**src/rtl/limn2600_pkg.sv**
```systemverilog
// Shared types and widths for the limn2600 word-copy DMA engine.
// Latency: n/a (definitions only).
// Backpressure: n/a (definitions only).
package limn2600_pkg;

    localparam int WORD_BYTES = 4;
    localparam int ADDR_W     = 32;
    localparam int DATA_W     = 32;
    localparam int LEN_W      = 16;
    localparam int PTR_W      = ADDR_W - 2;   // word pointer, byte offset dropped

    typedef enum logic [1:0] {
        IDLE = 2'd0,
        RD   = 2'd1,
        WR   = 2'd2,
        DONE = 2'd3
    } state_t;

endpackage

```
**src/rtl/limn2600_bus_master.sv**
```systemverilog
// Owns the registered memory-bus outputs and detects transfer completion.
// Latency: issue at edge N drives req/we/addr/data_out after edge N; complete is combinational (req & rdy).
// Backpressure: outputs hold stable while req=1 until rdy; rdy is ignored while req=0.
// Ports: clk, rst (async active-low); issue/issue_we/issue_addr/issue_data load a new transfer;
//        complete flags the edge a transfer finishes; req/we/addr/data_out drive the memory.
module limn2600_bus_master
    import limn2600_pkg::*;
(
    input  logic              clk,
    input  logic              rst,
    input  logic              issue,
    input  logic              issue_we,
    input  logic [ADDR_W-1:0] issue_addr,
    input  logic [DATA_W-1:0] issue_data,
    input  logic              rdy,
    output logic              complete,
    output logic              req,
    output logic              we,
    output logic [ADDR_W-1:0] addr,
    output logic [DATA_W-1:0] data_out
);

    assign complete = req & rdy;

    // A new issue may coincide with the completion of the previous transfer,
    // so issue takes priority and req stays high across back-to-back transfers.
    always_ff @(posedge clk or negedge rst) begin
        if (!rst) begin
            req      <= 1'b0;
            we       <= 1'b0;
            addr     <= '0;
            data_out <= '0;
        end else if (issue) begin
            req  <= 1'b1;
            we   <= issue_we;
            addr <= issue_addr;
            // Reads leave the last write data in place.
            if (issue_we) begin
                data_out <= issue_data;
            end
        end else if (complete) begin
            req <= 1'b0;
            we  <= 1'b0;
        end
    end

endmodule

```
**src/rtl/limn2600_dma.sv**
```systemverilog
// Word-by-word memory copy engine: read src word, write it to dst, repeat len times.
// Latency: req visible after the start edge; 2 cycles per word with rdy high, done in cycle 2*len+1.
// Backpressure: each transfer waits on rdy; abort ends the copy after the current write.
// Ports: clk, rst (async active-low); start/src/dst/len request a copy; abort stops early;
//        busy/done report status; req/we/addr/data_out/data_in/rdy form the memory bus.
module limn2600_dma
    import limn2600_pkg::*;
(
    input  logic              clk,
    input  logic              rst,
    input  logic              start,
    input  logic [ADDR_W-1:0] src,
    input  logic [ADDR_W-1:0] dst,
    input  logic [LEN_W-1:0]  len,
    input  logic              abort,
    output logic              busy,
    output logic              done,
    output logic              req,
    output logic              we,
    output logic [ADDR_W-1:0] addr,
    output logic [DATA_W-1:0] data_out,
    input  logic [DATA_W-1:0] data_in,
    input  logic              rdy
);

    state_t              state, next_state;
    logic [PTR_W-1:0]    src_ptr, dst_ptr;
    logic [PTR_W-1:0]    src_inc;
    logic [LEN_W-1:0]    count;
    logic [DATA_W-1:0]   hold;
    logic                abort_flag;
    logic                abort_pend;
    logic                complete;
    logic                issue, issue_we;
    logic [ADDR_W-1:0]   issue_addr;
    logic [DATA_W-1:0]   issue_data;

    // Byte-offset bits of the addresses carry no meaning for word copies.
    logic unused_addr_bits;
    assign unused_addr_bits = ^{src[1:0], dst[1:0]};

    assign busy       = (state == RD) || (state == WR);
    assign done       = (state == DONE);
    assign src_inc    = src_ptr + 30'd1;
    // An abort arriving in the same cycle as the final write handshake still counts.
    assign abort_pend = abort_flag | abort;

    always_ff @(posedge clk or negedge rst) begin
        if (!rst) begin
            state <= IDLE;
        end else begin
            state <= next_state;
        end
    end

    // Next-state plus bus issue strobes; the next transfer is issued on the
    // same edge that completes the current one.
    always_comb begin
        next_state = state;
        issue      = 1'b0;
        issue_we   = 1'b0;
        issue_addr = '0;
        issue_data = '0;
        case (state)
            IDLE: begin
                if (start) begin
                    if (len != '0) begin
                        next_state = RD;
                        issue      = 1'b1;
                        issue_addr = {src[ADDR_W-1:2], 2'b00};
                    end else begin
                        next_state = DONE;
                    end
                end
            end
            RD: begin
                if (complete) begin
                    next_state = WR;
                    issue      = 1'b1;
                    issue_we   = 1'b1;
                    issue_addr = {dst_ptr, 2'b00};
                    issue_data = data_in;      // same value hold captures this edge
                end
            end
            WR: begin
                if (complete) begin
                    if ((count == 16'd1) || abort_pend) begin
                        next_state = DONE;
                    end else begin
                        next_state = RD;
                        issue      = 1'b1;
                        issue_addr = {src_inc, 2'b00};
                    end
                end
            end
            DONE: begin
                next_state = IDLE;
            end
            default: begin
                next_state = IDLE;
            end
        endcase
    end

    always_ff @(posedge clk or negedge rst) begin
        if (!rst) begin
            src_ptr    <= '0;
            dst_ptr    <= '0;
            count      <= '0;
            hold       <= '0;
            abort_flag <= 1'b0;
        end else begin
            case (state)
                IDLE: begin
                    if (start && (len != '0)) begin
                        src_ptr    <= src[ADDR_W-1:2];
                        dst_ptr    <= dst[ADDR_W-1:2];
                        count      <= len;
                        abort_flag <= 1'b0;
                    end
                end
                RD: begin
                    if (abort) begin
                        abort_flag <= 1'b1;
                    end
                    if (complete) begin
                        hold <= data_in;
                    end
                end
                WR: begin
                    if (abort) begin
                        abort_flag <= 1'b1;
                    end
                    if (complete) begin
                        src_ptr <= src_inc;
                        dst_ptr <= dst_ptr + 30'd1;
                        count   <= count - 16'd1;
                    end
                end
                DONE: begin
                    abort_flag <= 1'b0;
                end
                default: begin
                    abort_flag <= 1'b0;
                end
            endcase
        end
    end

    limn2600_bus_master u_bus (
        .clk        (clk),
        .rst        (rst),
        .issue      (issue),
        .issue_we   (issue_we),
        .issue_addr (issue_addr),
        .issue_data (issue_data),
        .rdy        (rdy),
        .complete   (complete),
        .req        (req),
        .we         (we),
        .addr       (addr),
        .data_out   (data_out)
    );

endmodule

```
**config.mk**
```make
export PLATFORM = sky130hd
export DESIGN_NAME = limn2600_dma
export DESIGN_NICKNAME = d
export VERILOG_FILES = /design/src/rtl/limn2600_pkg.sv /design/src/rtl/limn2600_bus_master.sv /design/src/rtl/limn2600_dma.sv
export SDC_FILE = /design/constraint.sdc
export NUM_CORES = 1
export LEC_CHECK = 0
export BUFFER_PORTS_ARGS = -buffer_cell sky130_fd_sc_hd__buf_2
export CORE_MARGIN = 1.5
export CORE_UTILIZATION = 45
export CTS_BUF_LIST = sky130_fd_sc_hd__clkbuf_16
export CTS_CLUSTER_SIZE = 24
export DETAILED_ROUTE_END_ITERATION = 6
export PLACE_DENSITY = 0.7
export SLEW_MARGIN = 10
export SYNTH_ARGS = -nofsm -noshare
export SYNTH_HDL_FRONTEND = slang
export SYNTH_SLANG_ARGS = --single-unit
```
**constraint.sdc**
```tcl
create_clock -name clk -period 2.3 [get_ports clk]
set_input_delay 0.115 -clock clk [delete_from_list [all_inputs] [get_ports clk]]
set_output_delay 0.115 -clock clk [all_outputs]
set_load 0.05 [all_outputs]
```
==> impl_metrics.csv <==
group,metric,value,unit
run_status,status,"complete, no violations",
critical_path,critical-path-slowest-cell,"dfrtp_1",
global_route,grt_use_met2,0.494,
min_path,hold_depth,3,
logic_synthesis,ys_seq_elements,143,
min_path,min-delay-start,"src[5]",
global_route,globalRoute.busiestLayer,"met2",
global_route,wire_length_of_the_first_global_routing_pass,46800,um
critical_path,worstSetupEndpointType,"flop",
global_route,grt_residual_overflow,0,
sta,timing_max_transition_violations_final,0,
critical_path,worst_path_dominant_cell_family,"simple AND/OR/NAND/NOR gates",
cts,cts_bufs_inserted,17,
final_layout,final.fill_count,1531,
place,post-place-cells,1343,
logic_synthesis,synthesis.yosys.warnings,0,
place,detailed_place_hpwl,20400,um
final_layout,layout.nets,1337,
global_route,globalRouteMet1Util,0.397,
final_layout,final_design_area_no_fill,11500,um2
cts,clock_tree.root_cell,"clkbuf_16",
cts,clock_latency,0.43,ns
sta,slew_headroom,0.569,
floorplanning,num_rows,49,
critical_path,timing.critical_path.fanout_max,11,
drt,drt_drc_violations_left,0,
logic_synthesis,synth_enable_flop_cells,0,
critical_path,cp-start-kind,"flop",
logic_synthesis,async_flop_share,1.00,
critical_path,reg2reg_setup_slack,0.03,ns
drt,detail_route.vias_per_cell,6.21,
logic_synthesis,seq_area_frac_synth,0.423,
cts,clkSinkCount,143,
sta,setup_viol_count_final,0,
drt,totalWireLength,30200,um
global_route,met3_usage,0.0650,
logic_synthesis,postSynthAreaPerCell,9.16,um2
final_layout,layout-drive-gt1-share,0.300,
critical_path,worst_path_largest_cell_delay,0.44,ns
logic_synthesis,synth_ff_type,"dfrtp_1",
power_and_ir_drop,irDropWorstVdd,0.00130,V
global_route,vias_in_the_first_global_route,8775,
job,cap_viol_max_count,0,
final_layout,mostFrequentLayoutCell,"buf_2",
drt,wire_per_inst,20.8,um
critical_path,setup.worst_path.class,"reg2reg",
critical_path,worst_r2r_startpoint,"src_ptr[6]",
logic_synthesis,synthCells,924,
sta,rsz0062_at_grt,"true",
cts,clock_tree.htree_level_count,4,
critical_path,worst-endpoint-required,2.61,ns
sta,clock_period_minus_final_worst_setup_slack,2.27,ns
logic_synthesis,synth_area,8460,um2
global_route,grt_max_degree,64,
critical_path,arrival_time_reported_for_the_critical_path_endpoint,2.58,ns
place,portBuffers,178,
sta,max_freq,441,MHz
critical_path,path_common_cell,"buf_4",
drt,drt.antenna.violating_nets,0,
cts,cts_tree,"built",
cts,clk_pin_slew,0.07,ns
final_layout,fin_util,0.633,
sta,finalCritPeriodShare,0.986,
floorplanning,floorplan.die.height,140,um
final_layout,most-common-layout-cells,"buf_2, dfrtp_1, buf_4",
cts,ctsLongestPathBuffers,2,
final_layout,final_cell_count_no_fill,1455,
critical_path,rr_endpoint,"src_ptr[29]",
floorplanning,die_w,140,um
drt,dr_total_vias,9037,
drt,drt_first_iter_violations,968,
power_and_ir_drop,totalPowerFinal,17.3,mW
critical_path,cp_cell_sequence,"nand3_1 -> buf_4 -> nor4_1 -> buf_4 -> and3_1 -> and4_1 -> nor3_1",
floorplanning,pin_count,185,
floorplanning,initial_core_util,0.465,
drt,drt-pass1-iter-count,6,
floorplanning,floorplan.die_area,19600,um2
sta,setup_total_negative_slack,0,ns
min_path,whs_endpoint,"src_ptr[3]",
power_and_ir_drop,p_leak,4.98,nW
sta,final-hold-violation-count,0,
global_route,antenna_found_initial,2,
sta,pin_slew_with_the_least_headroom_to_its_limit,0.638,ns
power_and_ir_drop,cellPowerDensity,1500,nW/um2
sta,fin_skew,0.00885,ns
critical_path,crit_buf_inv,2,
place,gp_routability_congestion,0.966,
min_path,worst_hold_path_type,"in2reg",
logic_synthesis,synth_cell_types,69,
floorplanning,core,18200,um2
global_route,global_route.usage.total,0.305,
place,place_area,10100,um2
critical_path,worstRegToRegCells,7,
final_layout,area_growth_syn_to_layout,36.2,%
-- per-layer routing --
metal  wire length, um  share of wire
met1             12400           0.41
met2             14200           0.47
met3              2530          0.084
met4              1010          0.033
met5                 0              0
-- per-stage QoR --
stage                     setup WS [ns]  hold WS, ns
after floorplan                   0.136       -0.181
after global placement          -0.0534        0.162
after detailed placement         -0.109        0.164
after CTS                        0.0280      0.00162
after global routing            -0.0310      0.00663
final                            0.0329      0.00319
-- repair_timing --
item / 4_1_cts / 5_1_grt
pin swaps: 1 / 5
setup endpoints to repair: 14 / 73
hold buffers: 72 / 0
gates cloned: 0 / 1
endpoints found under the hold margin: 129 / 0
buffers inserted: 0 / 5
gates resized for setup: 2 / 12
-- where the power goes --
group / internal (mW) / total (mW) / switching, mW
combinational: 3.49 / 9.57 / 6.08
sequential: 3.76 / 5.07 / 1.31
clock: 1.50 / 2.71 / 1.20
-- area by class of cell --
type / count / area [um2] / area share
inverter: 46 / 173 / 0.0150
sequential: 143 / 3580 / 0.311
timing repair buffer: 344 / 2450 / 0.213
clock inverter: 15 / 139 / 0.0121
antenna: 2 / 5.00 / 0.000434
tap: 229 / 287 / 0.0249
multi-input combinational: 659 / 4470 / 0.388
clock buffer: 17 / 425 / 0.0369
-- worst min-delay path, cell delays in order --
cell and delay (ns):
buf_2 0.10, a21oi_1 0.06, o21ai_0 0.13
-- cells by family (layout without fill, tap and decap cells) --
logic type               count (synthesis)  after routing  share of synthesized area
flip-flops                             143            143                      0.423
AND/OR/NAND/NOR                        282            282                      0.182
adder cells (fa/ha/maj)                  9              9                     0.0133
buffers and inverters                  123            422                     0.0599
other                                    1              4                   0.000443
multiplexers                            55             55                     0.0701
AO/OA/AOI/OAI                          296            296                      0.235
XOR/XNOR                                15             15                     0.0155
-- cells in the mapped netlist (5+ instances only) --
cell / number / share of area
nand3_1: 44 / 0.026
nor3_1: 33 / 0.020
a21oi_1: 74 / 0.044
a221oi_1: 11 / 0.011
and2_1: 6 / 0.0044
a41o_1: 5 / 0.0059
nor2_1: 43 / 0.019
a2bb2oi_1: 7 / 0.0072
nor4_1: 25 / 0.018
xnor2_1: 5 / 0.0052
a21boi_0: 5 / 0.0044
o21ai_0: 47 / 0.028
ha_1: 9 / 0.013
a31oi_1: 7 / 0.0052
o32ai_1: 12 / 0.012
a32oi_1: 12 / 0.012
dfrtp_1: 143 / 0.42
a21o_1: 5 / 0.0044
or3_1: 5 / 0.0037
buf_2: 17 / 0.010
and4_1: 10 / 0.010
mux2i_1: 21 / 0.025
o22ai_1: 58 / 0.043
and3_1: 17 / 0.013
nand2_1: 46 / 0.020
mux2_2: 34 / 0.045
a222oi_1: 13 / 0.015
nand4_1: 26 / 0.019
inv_1: 46 / 0.020
xor2_1: 10 / 0.010
clkbuf_1: 52 / 0.023
-- worst max-delay path by stage --
stage	depth (start not counted)	slack, ns	endpoint	start
final	7	0.03	src_ptr[29]	src_ptr[6]
after global routing	9	-0.03	u_bus.addr[12]	count[1]
after CTS	9	0.03	u_bus.addr[12]	count[1]
after detailed placement	8	-0.11	u_bus.addr[14]	count[0]
after global placement	9	-0.05	u_bus.addr[11]	count[1]
after floorplan	8	0.14	count[15]	u_bus.req
-- sequential cells by signal (all words and copies together), names as in the netlist --
| register | flops |
|---|---|
| abort_flag | 1 |
| count | 16 |
| dst_ptr | 30 |
| src_ptr | 30 |
| state | 2 |
| u_bus.addr | 30 |
| u_bus.data_out | 32 |
| u_bus.req | 1 |
| u_bus.we | 1 |
Power figures use the tool's default switching activity.
